### src/rtl/irrigation_pkg.sv
// Shared definitions for the irrigation sequencer: state encoding, BCD digit
// limits and the elaboration-time minutes-to-BCD conversion.
package irrigation_pkg;

    typedef enum logic [2:0] {
        ST_IDLE     = 3'd0,
        ST_ARM      = 3'd1,
        ST_SPRINKLE = 3'd2,
        ST_DRIP     = 3'd3,
        ST_SWITCH   = 3'd4,
        ST_DONE     = 3'd5,
        ST_FAULT    = 3'd6
    } state_e;

    localparam logic [3:0] SEC_D_MAX = 4'd5;
    localparam logic [3:0] MIN_U_MAX = 4'd9;
    localparam logic [3:0] MIN_D_MAX = 4'd3;

    // Returns {tens, units}; anything beyond the display range saturates at 39.
    function automatic logic [7:0] minutes_to_bcd(input int minutes);
        int tens_v;
        int units_v;
        tens_v  = minutes / 10;
        units_v = minutes % 10;
        if (tens_v > int'(MIN_D_MAX)) begin
            tens_v  = int'(MIN_D_MAX);
            units_v = int'(MIN_U_MAX);
        end else begin
            tens_v  = tens_v;
        end
        return {tens_v[3:0], units_v[3:0]};
    endfunction

endpackage

### src/rtl/bcd_countdown.sv
// MM:S BCD down counter (minutes tens/units, seconds tens) that saturates at
// 0:00:0; clear beats load beats decrement.
module bcd_countdown
    import irrigation_pkg::*;
(
    input  logic        clock,
    input  logic        reset_n,
    input  logic        clear,
    input  logic        load,
    input  logic [11:0] load_value,
    input  logic        decrement,
    output logic [3:0]  minutes_d,
    output logic [3:0]  minutes_u,
    output logic [3:0]  seconds_d,
    output logic        at_last_step
);

    logic [3:0] md_r;
    logic [3:0] mu_r;
    logic [3:0] sd_r;
    logic       is_zero_s;

    assign is_zero_s    = (md_r == 4'd0) && (mu_r == 4'd0) && (sd_r == 4'd0);
    assign at_last_step = (md_r == 4'd0) && (mu_r == 4'd0) && (sd_r == 4'd1);
    assign minutes_d    = md_r;
    assign minutes_u    = mu_r;
    assign seconds_d    = sd_r;

    // Digit registers with borrow chain seconds_d -> minutes_u -> minutes_d.
    always_ff @(posedge clock or negedge reset_n) begin
        if (!reset_n) begin
            md_r <= 4'd0;
            mu_r <= 4'd0;
            sd_r <= 4'd0;
        end else if (clear) begin
            md_r <= 4'd0;
            mu_r <= 4'd0;
            sd_r <= 4'd0;
        end else if (load) begin
            md_r <= load_value[11:8];
            mu_r <= load_value[7:4];
            sd_r <= load_value[3:0];
        end else if (decrement && !is_zero_s) begin
            if (sd_r != 4'd0) begin
                sd_r <= sd_r - 4'd1;
            end else begin
                sd_r <= SEC_D_MAX;
                if (mu_r != 4'd0) begin
                    mu_r <= mu_r - 4'd1;
                end else begin
                    mu_r <= MIN_U_MAX;
                    md_r <= md_r - 4'd1;
                end
            end
        end else begin
            md_r <= md_r;
            mu_r <= mu_r;
            sd_r <= sd_r;
        end
    end

endmodule

### src/rtl/irrigation_sequencer.sv
// Irrigation cycle sequencer: valve dead-time, sprinkler/dripper change-over,
// BCD countdown timing and latched sensor fault handling.
module irrigation_sequencer
    import irrigation_pkg::*;
#(
    parameter int SPRINKLE_MINUTES = 10,
    parameter int DRIP_MINUTES     = 30,
    parameter int DEAD_TICKS       = 3,
    parameter int TICKS_PER_STEP   = 10
)(
    input  logic       clock,
    input  logic       reset_n,
    input  logic       tick,
    input  logic       irrigation_request,
    input  logic       splinker_mode,
    input  logic       conflicting_values,
    input  logic       restart_pulse,
    output logic       splinker_bomb,
    output logic       dripper_valvule,
    output logic       fault_latched,
    output logic       running,
    output logic [2:0] state,
    output logic [3:0] minutes_d,
    output logic [3:0] minutes_u,
    output logic [3:0] seconds_d
);

    localparam logic [11:0] SPRINKLE_PRESET = {minutes_to_bcd(SPRINKLE_MINUTES), 4'd0};
    localparam logic [11:0] DRIP_PRESET     = {minutes_to_bcd(DRIP_MINUTES), 4'd0};
    localparam logic [3:0]  DEAD_LOAD       = 4'(DEAD_TICKS);
    localparam logic [3:0]  PRESC_LAST      = 4'(TICKS_PER_STEP - 1);

    state_e      state_r;
    state_e      state_next_s;
    logic [3:0]  dead_r;
    logic [3:0]  dead_next_s;
    logic [3:0]  presc_r;
    logic [3:0]  presc_next_s;
    logic        tmr_load_s;
    logic        tmr_clear_s;
    logic        tmr_dec_s;
    logic [11:0] tmr_value_s;
    logic        step_s;
    logic        run_mode_s;
    logic        at_last_step_s;
    logic        bomb_r;
    logic        drip_r;
    logic        fault_r;
    logic        running_r;

    assign tmr_value_s     = splinker_mode ? SPRINKLE_PRESET : DRIP_PRESET;
    assign step_s          = tick && (presc_r == PRESC_LAST);
    assign run_mode_s      = (state_r == ST_SPRINKLE);
    assign state           = state_r;
    assign splinker_bomb   = bomb_r;
    assign dripper_valvule = drip_r;
    assign fault_latched   = fault_r;
    assign running         = running_r;

    bcd_countdown u_countdown (
        .clock        (clock),
        .reset_n      (reset_n),
        .clear        (tmr_clear_s),
        .load         (tmr_load_s),
        .load_value   (tmr_value_s),
        .decrement    (tmr_dec_s),
        .minutes_d    (minutes_d),
        .minutes_u    (minutes_u),
        .seconds_d    (seconds_d),
        .at_last_step (at_last_step_s)
    );

    // Next-state and timer command decode; branch order encodes event priority.
    always_comb begin
        state_next_s = state_r;
        dead_next_s  = dead_r;
        presc_next_s = presc_r;
        tmr_load_s   = 1'b0;
        tmr_clear_s  = 1'b0;
        tmr_dec_s    = 1'b0;
        case (state_r)
            ST_IDLE: begin
                if (conflicting_values) begin
                    state_next_s = ST_FAULT;
                end else if (irrigation_request) begin
                    state_next_s = ST_ARM;
                    tmr_load_s   = 1'b1;
                    dead_next_s  = DEAD_LOAD;
                end else begin
                    state_next_s = ST_IDLE;
                end
            end
            ST_ARM, ST_SWITCH: begin
                if (conflicting_values) begin
                    state_next_s = ST_FAULT;
                end else if (!irrigation_request) begin
                    state_next_s = ST_IDLE;
                    tmr_clear_s  = 1'b1;
                end else if (dead_r == 4'd0) begin
                    state_next_s = splinker_mode ? ST_SPRINKLE : ST_DRIP;
                    presc_next_s = 4'd0;
                end else if (tick) begin
                    dead_next_s = dead_r - 4'd1;
                end else begin
                    dead_next_s = dead_r;
                end
            end
            ST_SPRINKLE, ST_DRIP: begin
                if (conflicting_values) begin
                    state_next_s = ST_FAULT;
                end else if (!irrigation_request) begin
                    state_next_s = ST_IDLE;
                    tmr_clear_s  = 1'b1;
                end else if (step_s && at_last_step_s) begin
                    state_next_s = ST_DONE;
                    tmr_dec_s    = 1'b1;
                    presc_next_s = 4'd0;
                end else if (splinker_mode != run_mode_s) begin
                    state_next_s = ST_SWITCH;
                    tmr_load_s   = 1'b1;
                    dead_next_s  = DEAD_LOAD;
                end else if (restart_pulse) begin
                    tmr_load_s   = 1'b1;
                    presc_next_s = 4'd0;
                end else if (step_s) begin
                    tmr_dec_s    = 1'b1;
                    presc_next_s = 4'd0;
                end else if (tick) begin
                    presc_next_s = presc_r + 4'd1;
                end else begin
                    presc_next_s = presc_r;
                end
            end
            ST_DONE: begin
                if (conflicting_values) begin
                    state_next_s = ST_FAULT;
                end else if (!irrigation_request) begin
                    state_next_s = ST_IDLE;
                    tmr_clear_s  = 1'b1;
                end else if (restart_pulse) begin
                    state_next_s = ST_ARM;
                    tmr_load_s   = 1'b1;
                    dead_next_s  = DEAD_LOAD;
                end else begin
                    state_next_s = ST_DONE;
                end
            end
            ST_FAULT: begin
                if (restart_pulse && !conflicting_values) begin
                    state_next_s = ST_IDLE;
                end else begin
                    state_next_s = ST_FAULT;
                end
            end
            default: begin
                state_next_s = ST_IDLE;
                tmr_clear_s  = 1'b1;
                dead_next_s  = 4'd0;
                presc_next_s = 4'd0;
            end
        endcase
    end

    // State, counters and outputs; outputs follow the state being entered.
    always_ff @(posedge clock or negedge reset_n) begin
        if (!reset_n) begin
            state_r   <= ST_IDLE;
            dead_r    <= 4'd0;
            presc_r   <= 4'd0;
            bomb_r    <= 1'b0;
            drip_r    <= 1'b0;
            fault_r   <= 1'b0;
            running_r <= 1'b0;
        end else begin
            state_r   <= state_next_s;
            dead_r    <= dead_next_s;
            presc_r   <= presc_next_s;
            bomb_r    <= (state_next_s == ST_SPRINKLE);
            drip_r    <= (state_next_s == ST_DRIP);
            fault_r   <= (state_next_s == ST_FAULT);
            running_r <= (state_next_s == ST_SPRINKLE) || (state_next_s == ST_DRIP);
        end
    end

endmodule

### config.mk
export PLATFORM = sky130hd
export DESIGN_NAME = irrigation_sequencer
export DESIGN_NICKNAME = d
export VERILOG_FILES = /design/src/rtl/irrigation_pkg.sv /design/src/rtl/bcd_countdown.sv /design/src/rtl/irrigation_sequencer.sv
export SDC_FILE = /design/constraint.sdc
export NUM_CORES = 1
export LEC_CHECK = 0
export ABC_CLOCK_PERIOD_IN_PS = 2200
export BUFFER_PORTS_ARGS = -buffer_cell sky130_fd_sc_hd__buf_2
export CORE_MARGIN = 2
export CORE_UTILIZATION = 52
export DETAILED_ROUTE_END_ITERATION = 7
export PLACE_DENSITY = 0.81
export SYNTH_ARGS = -nofsm -noshare
export SYNTH_HDL_FRONTEND = slang
export SYNTH_SLANG_ARGS = --single-unit
### constraint.sdc
create_clock -name clock -period 2.2 [get_ports clock]
set_clock_uncertainty 0.2 [all_clocks]
set_input_delay 0.33 -clock clock [delete_from_list [all_inputs] [get_ports clock]]
set_output_delay 0.33 -clock clock [all_outputs]
set_load 0.05 [all_outputs]
==> Word level (Yosys, flattened, before mapping) <==
Index checks and enable logic that the tools add are counted.
{ "word_totals": {"register_bits": 27, "inputBits": 7, "out_inout_bits": 19, "word_cells": 149} }
{ "op_classes": {"add_sub_neg": 5, "n_eq_ne": 30, "muxes": 75, "bitwise": 2, "reduce_logical": 27} }
{ "ops": {"columns": ["operator", "count"], "rows": [
  ["$mux 4", 37],
  ["$mux 3", 12],
  ["$ne 2x2->1 const B", 14],
  ["$mux 1", 20],
  ["$pmux 4 s5", 1],
  ["$logic_not 4->1", 4],
  ["$sub 4x1->4 const B", 4],
  ["$pmux 3 s5", 1],
  ["$reduce_and 14->1", 1],
  ["$eq 3x2->1 const B", 4],
  ["$eq 3x3->1 const B", 4],
  ["$pmux 4 s3", 1],
  ["$mux 10", 1],
  ["$ne 3x3->1 const B", 3],
  ["$reduce_and 8->1", 1],
  ["$reduce_bool 4->1", 2],
  ["$logic_and 1x1->1", 7],
  ["$reduce_or 2->1", 3],
  ["$ne 5x5->1 const B", 1],
  ["$reduce_or 5->1", 1],
  ["$add 4x1->4 const B", 1],
  ["$eq 4x1->1 const B", 1],
  ["$eq 4x4->1 const B", 1],
  ["$eq 3x1->1 const B", 1],
  ["11 further kinds", 13]
]} }

==> Depth between registers and ports, before layout <==
{ "depth": {"word_depth": 13, "depth_mapped": 8, "ltp_nobuf": 7} }

==> By module <==
A second synthesis with hierarchy kept.
{ "hier_totals": {"cells_unflattened": 230, "area_unflattened_um2": 1999.4} }
{ "by_module_without_submodules": {"columns": ["mod", "n_inst", "cells_each", "area_each_um2", "seq_area_each_um2"], "rows": [
  ["irrigation_sequencer", 1, 141, 1238.7, 375.4],
  ["bcd_countdown", 1, 89, 760.7, 300.3]
]} }

==> Worst setup path before layout <==
OpenSTA, ideal clock, no wires.
{ "synth_path": {"path_kind": "reg-to-reg", "from": "register u_countdown.mu_r[0], in the netlist u_countdown.minutes_u[0]", "to": "register presc_r[1]", "setup_ns": 0.125, "arrival_ns": 2.300, "required_time_ns": 1.875, "path_slack_ns": -0.424, "path_stages_with_launch": 8, "n_path_buf": 0, "synth_period_minus_slack_ns": 2.624, "cell_sequence": "dfrtp_1 -> inv_1 -> ha_1 -> or3b_1 -> nor4_4 -> o21bai_1 -> a21oi_2 -> mux2_2"} }
{ "synth_via": {"elab_chain_len": 8, "word_cells_on_any_way": 11, "classes_between": "2 x eq/ne; 4 x mux; 5 x reduce/logical"} }
{ "synth_lines": {"columns": ["element", "line", "text"], "rows": [
  ["start, declared", "bcd_countdown.sv:19", "logic [3:0] mu_r;"],
  ["start signal, assigned", "bcd_countdown.sv:41", "mu_r <= load_value[7:4];"],
  ["start signal, assigned", "bcd_countdown.sv:49", "mu_r <= mu_r - 4'd1;"],
  ["start signal, assigned", "bcd_countdown.sv:57", "mu_r <= mu_r;"],
  ["$logic_not 4->1 *", "bcd_countdown.sv:24", "assign at_last_step = (md_r == 4'd0) && (mu_r == 4'd0) && (sd_r == 4'd1);"],
  ["$logic_and 1x1->1 * (2 in series)", "bcd_countdown.sv:24", null],
  ["$logic_and 1x1->1 *", "irrigation_sequencer.sv:114", "end else if (step_s && at_last_step_s) begin"],
  ["$mux 4", "irrigation_sequencer.sv:114", null],
  ["$mux 4", "irrigation_sequencer.sv:111", "end else if (!irrigation_request) begin"],
  ["$mux 4", "irrigation_sequencer.sv:109", "if (conflicting_values) begin"],
  ["$pmux 4 s3", "irrigation_sequencer.sv:81", "case (state_r)"],
  ["end signal, assigned", "irrigation_sequencer.sv:177", "presc_r <= presc_next_s;"],
  ["end, declared", "irrigation_sequencer.sv:37", "logic [3:0] presc_r;"]
]} }
Mark *: on every way between the ends. The rest lies on a longest branch, timed or not. The select of a mux whose other input is x is not followed.
A chain may end at the register's enable or synchronous reset.

==> Final worst setup path <==
{ "layout_path": {"from": "register u_countdown.sd_r[1], in the netlist u_countdown.seconds_d[1]", "to": "register presc_r[1]"} }
{ "layout_via": {"elab_chain_len": 7, "word_cells_on_any_way": 10, "classes_between": "3 x eq/ne; 4 x mux; 3 x reduce/logical"} }
{ "layout_lines": {"columns": ["element", "line", "text"], "rows": [
  ["start, declared", "bcd_countdown.sv:20", "logic [3:0] sd_r;"],
  ["start signal, assigned", "bcd_countdown.sv:42", "sd_r <= load_value[3:0];"],
  ["start signal, assigned", "bcd_countdown.sv:45", "sd_r <= sd_r - 4'd1;"],
  ["start signal, assigned", "bcd_countdown.sv:58", "sd_r <= sd_r;"],
  ["$eq 4x1->1 *", "bcd_countdown.sv:24", null],
  ["$logic_and 1x1->1 *", "bcd_countdown.sv:24", null],
  ["$logic_and 1x1->1 *", "irrigation_sequencer.sv:114", null],
  ["$mux 4", "irrigation_sequencer.sv:114", null],
  ["$mux 4", "irrigation_sequencer.sv:111", null],
  ["$mux 4", "irrigation_sequencer.sv:109", null],
  ["$pmux 4 s3", "irrigation_sequencer.sv:81", null]
]} }
Marks and branches as above.

==> metrics.txt <==
status=complete, but fails checks; failing checks=setup timing; crit path time final=2.53 ns; Final Cell Area=2950 sq um; initial antenna violation count=0; clock latency on the worst-skew pair=0.27 ns; DP Cell Count=326; Seq/Total Area, Yosys=0.347; Global Route Usage Sum=0.321; Netlist Area Pre-Place=1950 sq um; DRT iter0 DRCs=282; n_diodes=0; Crit Path Class=reg2reg; top cell type's share of synthesized area=0.347; largest net degree at the start of global routing=28; Startpoint Class=flop; leak pwr=0.00131 uW; final setup fails=26; CTS sink count=27; PwrDens=962 nW/um^2; CP arrival=2.50 ns; Longest Clk Path Bufs=2; Yosys top cell by area=dfrtp_1; final period utilization=1.15; Post-synth top flop=dfrtp_1; most common cell in the netlist=dfrtp_1; first-pass GRT wire length=10,400 microns; Synth top cells by count=dfrtp_1 (27), inv_1 (18), nor2_1 (15); layout cells sized above 1=0.548; Seq cells post-synth=27; GP Congestion=0.854; worst setup margin=-0.330 ns; clock network power share=0.105; CTS Buf Count=3; Die X=65.2 microns; die height=65.2 microns; Post-synth ARST share=1.00; critical path data required time=2.17 ns; clock-pin slew on the worst setup and hold paths=0.10 ns; Yosys warning count=0; post-route ant nets=0; core area=3630 sq um; DP HPWL=3770 microns; port bufs=25; final non-filler cell total=347; Routed WL per cell=23.0 microns; Gate Count Post-Synth=217; slowest stage delay, CP=0.43 ns; final setup TNS=-5.28 ns; H-tree depth=1; # Max-Cap Violations=0; fraction of power spent switching nets=0.465; number of synthesized flops with an enable pin=0; Final #Nets=314; RSZ-0062 raised after global routing=true; count of pins over their slew limit=0; IO Pins=26; Max stage delay cell, worst path=dfrtp_2; Synthesized Nets=231; top post-synthesis cells by area=dfrtp_1 (35%), ha_1 (4.5%), o21ai_0 (3.6%); FMAX=395 MHz; total grt overflow=0; Flop pwr share=0.235; Net Switching=1320 uW; total wire length=7960 microns; mean post-synth cell area=8.97 sq um; worst-path fanout max=4; Final Hold Vio Count=0; DR vias/cell=6.71; die area=4250 sq um; worst hold path type=in2reg; maximum vdd drop=714 uV; # DRC=0; Worst-Margin Slew=0.633 ns; area grow syn2layout=51.6%; type of destination of the critical path=flop; Rel. slew slack=0.578; Starting Density=0.536; post-placement cell area=2500 sq um; Cell Int Power=1520 uW; synth unique cells=63; Cell Rows=22; power share of the combinational group=0.661; CP cell instances=inv_2 -> ha_4 -> or3b_4 -> nor4_4 -> buf_4 -> o21bai_1 -> a21oi_2 -> mux2_4; DRT Pass-1 Iters=5; clock root buffer master=clkbuf_8; number of global-route vias before repair=2,158; Via Count=2,330; CTS tree=done
==> cells in the final DEF, fill, tap and decap left out, types with 5 or more instances in the layout <==
master    Yosys  layout
nor2b_1      10       9
dfrtp_1      27      18
inv_2         0       7
buf_4         1      54
o21bai_1      5       5
nand2_1      11      10
dfrtp_2       0       9
o21ai_0      14       9
inv_1        18      11
a21oi_2       2       6
buf_2         4      25
nor2_1       15      14
==> what timing repair did <==
action / in CTS / in global routing
hold buffers: 1 / 0
endpoints found under the hold margin: 27 / 0
setup buffers: 10 / 7
gates resized for setup: 31 / 32
gates cloned: 1 / 0
setup endpoints to repair: 23 / 26
pin swaps: 18 / 14
==> critical path: cells and delay by family (launching register included) <==
| kind | cells | cell delay, ns |
|---|---|---|
| and+or+nand+nor | 2 | 0.76 |
| DFF | 1 | 0.43 |
| muxes | 1 | 0.32 |
| AOI/OAI and AO/OA | 2 | 0.29 |
| buffers and inverters | 2 | 0.29 |
| adders and majority gates | 1 | 0.13 |
==> path summary, 6_finish.rpt <==
| path | slack [ns] | endpoint | startpoint | cells after the start |
|---|---|---|---|---|
| min reg2reg | 0.42 | dead_r[3] | dead_r[3] | 1 |
| min in group asynchronous | 0.40 | dripper_valvule | reset_n | 2 |
| max in group asynchronous | 0.95 | u_countdown.minutes_d[0] | reset_n | 2 |
| max | -0.33 | presc_r[1] | u_countdown.seconds_d[1] | 8 |
| max reg2reg | -0.33 | presc_r[1] | u_countdown.seconds_d[1] | 8 |
| min | 0.26 | u_countdown.minutes_d[1] | splinker_mode | 3 |
==> routing by layer <==
layer / GRT usage / vias up / share of wire
met5: 0 / - / 0
li1: - / 970 / -
met2: 0.569 / 197 / 0.48
met4: 0.174 / 0 / 0.073
met1: 0.379 / 1095 / 0.36
met3: 0.0325 / 68 / 0.091
==> flip-flops by register name, summed over array words and instances, names as in the netlist <==
register and cells:
dead_r 4, dripper_valvule 1, fault_latched 1, presc_r 4, running 1, splinker_bomb 1, state 3, u_countdown.minutes_d 4
u_countdown.minutes_u 4, u_countdown.seconds_d 4
==> cells by family after synthesis <==
kind of cell / share of synthesized area
compound gates: 0.222
xor+xnor: 0.0180
fa+ha+maj: 0.0450
buf+inv: 0.0585
flops: 0.347
mux: 0.0353
simple gates: 0.274
==> stage by stage <==
step	hold slack [ns]	power (uW)	utilization	setup WS, ns
after global routing	0.267	2960	0.812	-0.541
final	0.260	2840	0.812	-0.330
after global placement	0.177	2010	0.688	-0.115
after detailed placement	0.186	2060	0.688	-0.198
after CTS	0.228	2530	0.760	-0.129
after floorplan	-0.166	1560	-	-0.223
==> final cells by class <==
| class | count | area, sq um |
|---|---|---|
| clock buffers | 4 | 45.0 |
| fillers | 178 | 682 |
| inverters | 18 | 67.6 |
| multi-input cells | 165 | 1490 |
| flip-flops and latches | 27 | 687 |
| well taps | 48 | 60.1 |
| repair buffers | 85 | 606 |
==> power groups by stage <==
stage,registers (uW),clock network [uW],logic (uW)
final,667,297,1880
after detailed placement,657,0,1400
after global routing,676,317,1970
after CTS,651,297,1580
after floorplan,839,0,716
after global placement,654,0,1350
Note: power is estimated with default switching activity, not from simulation.
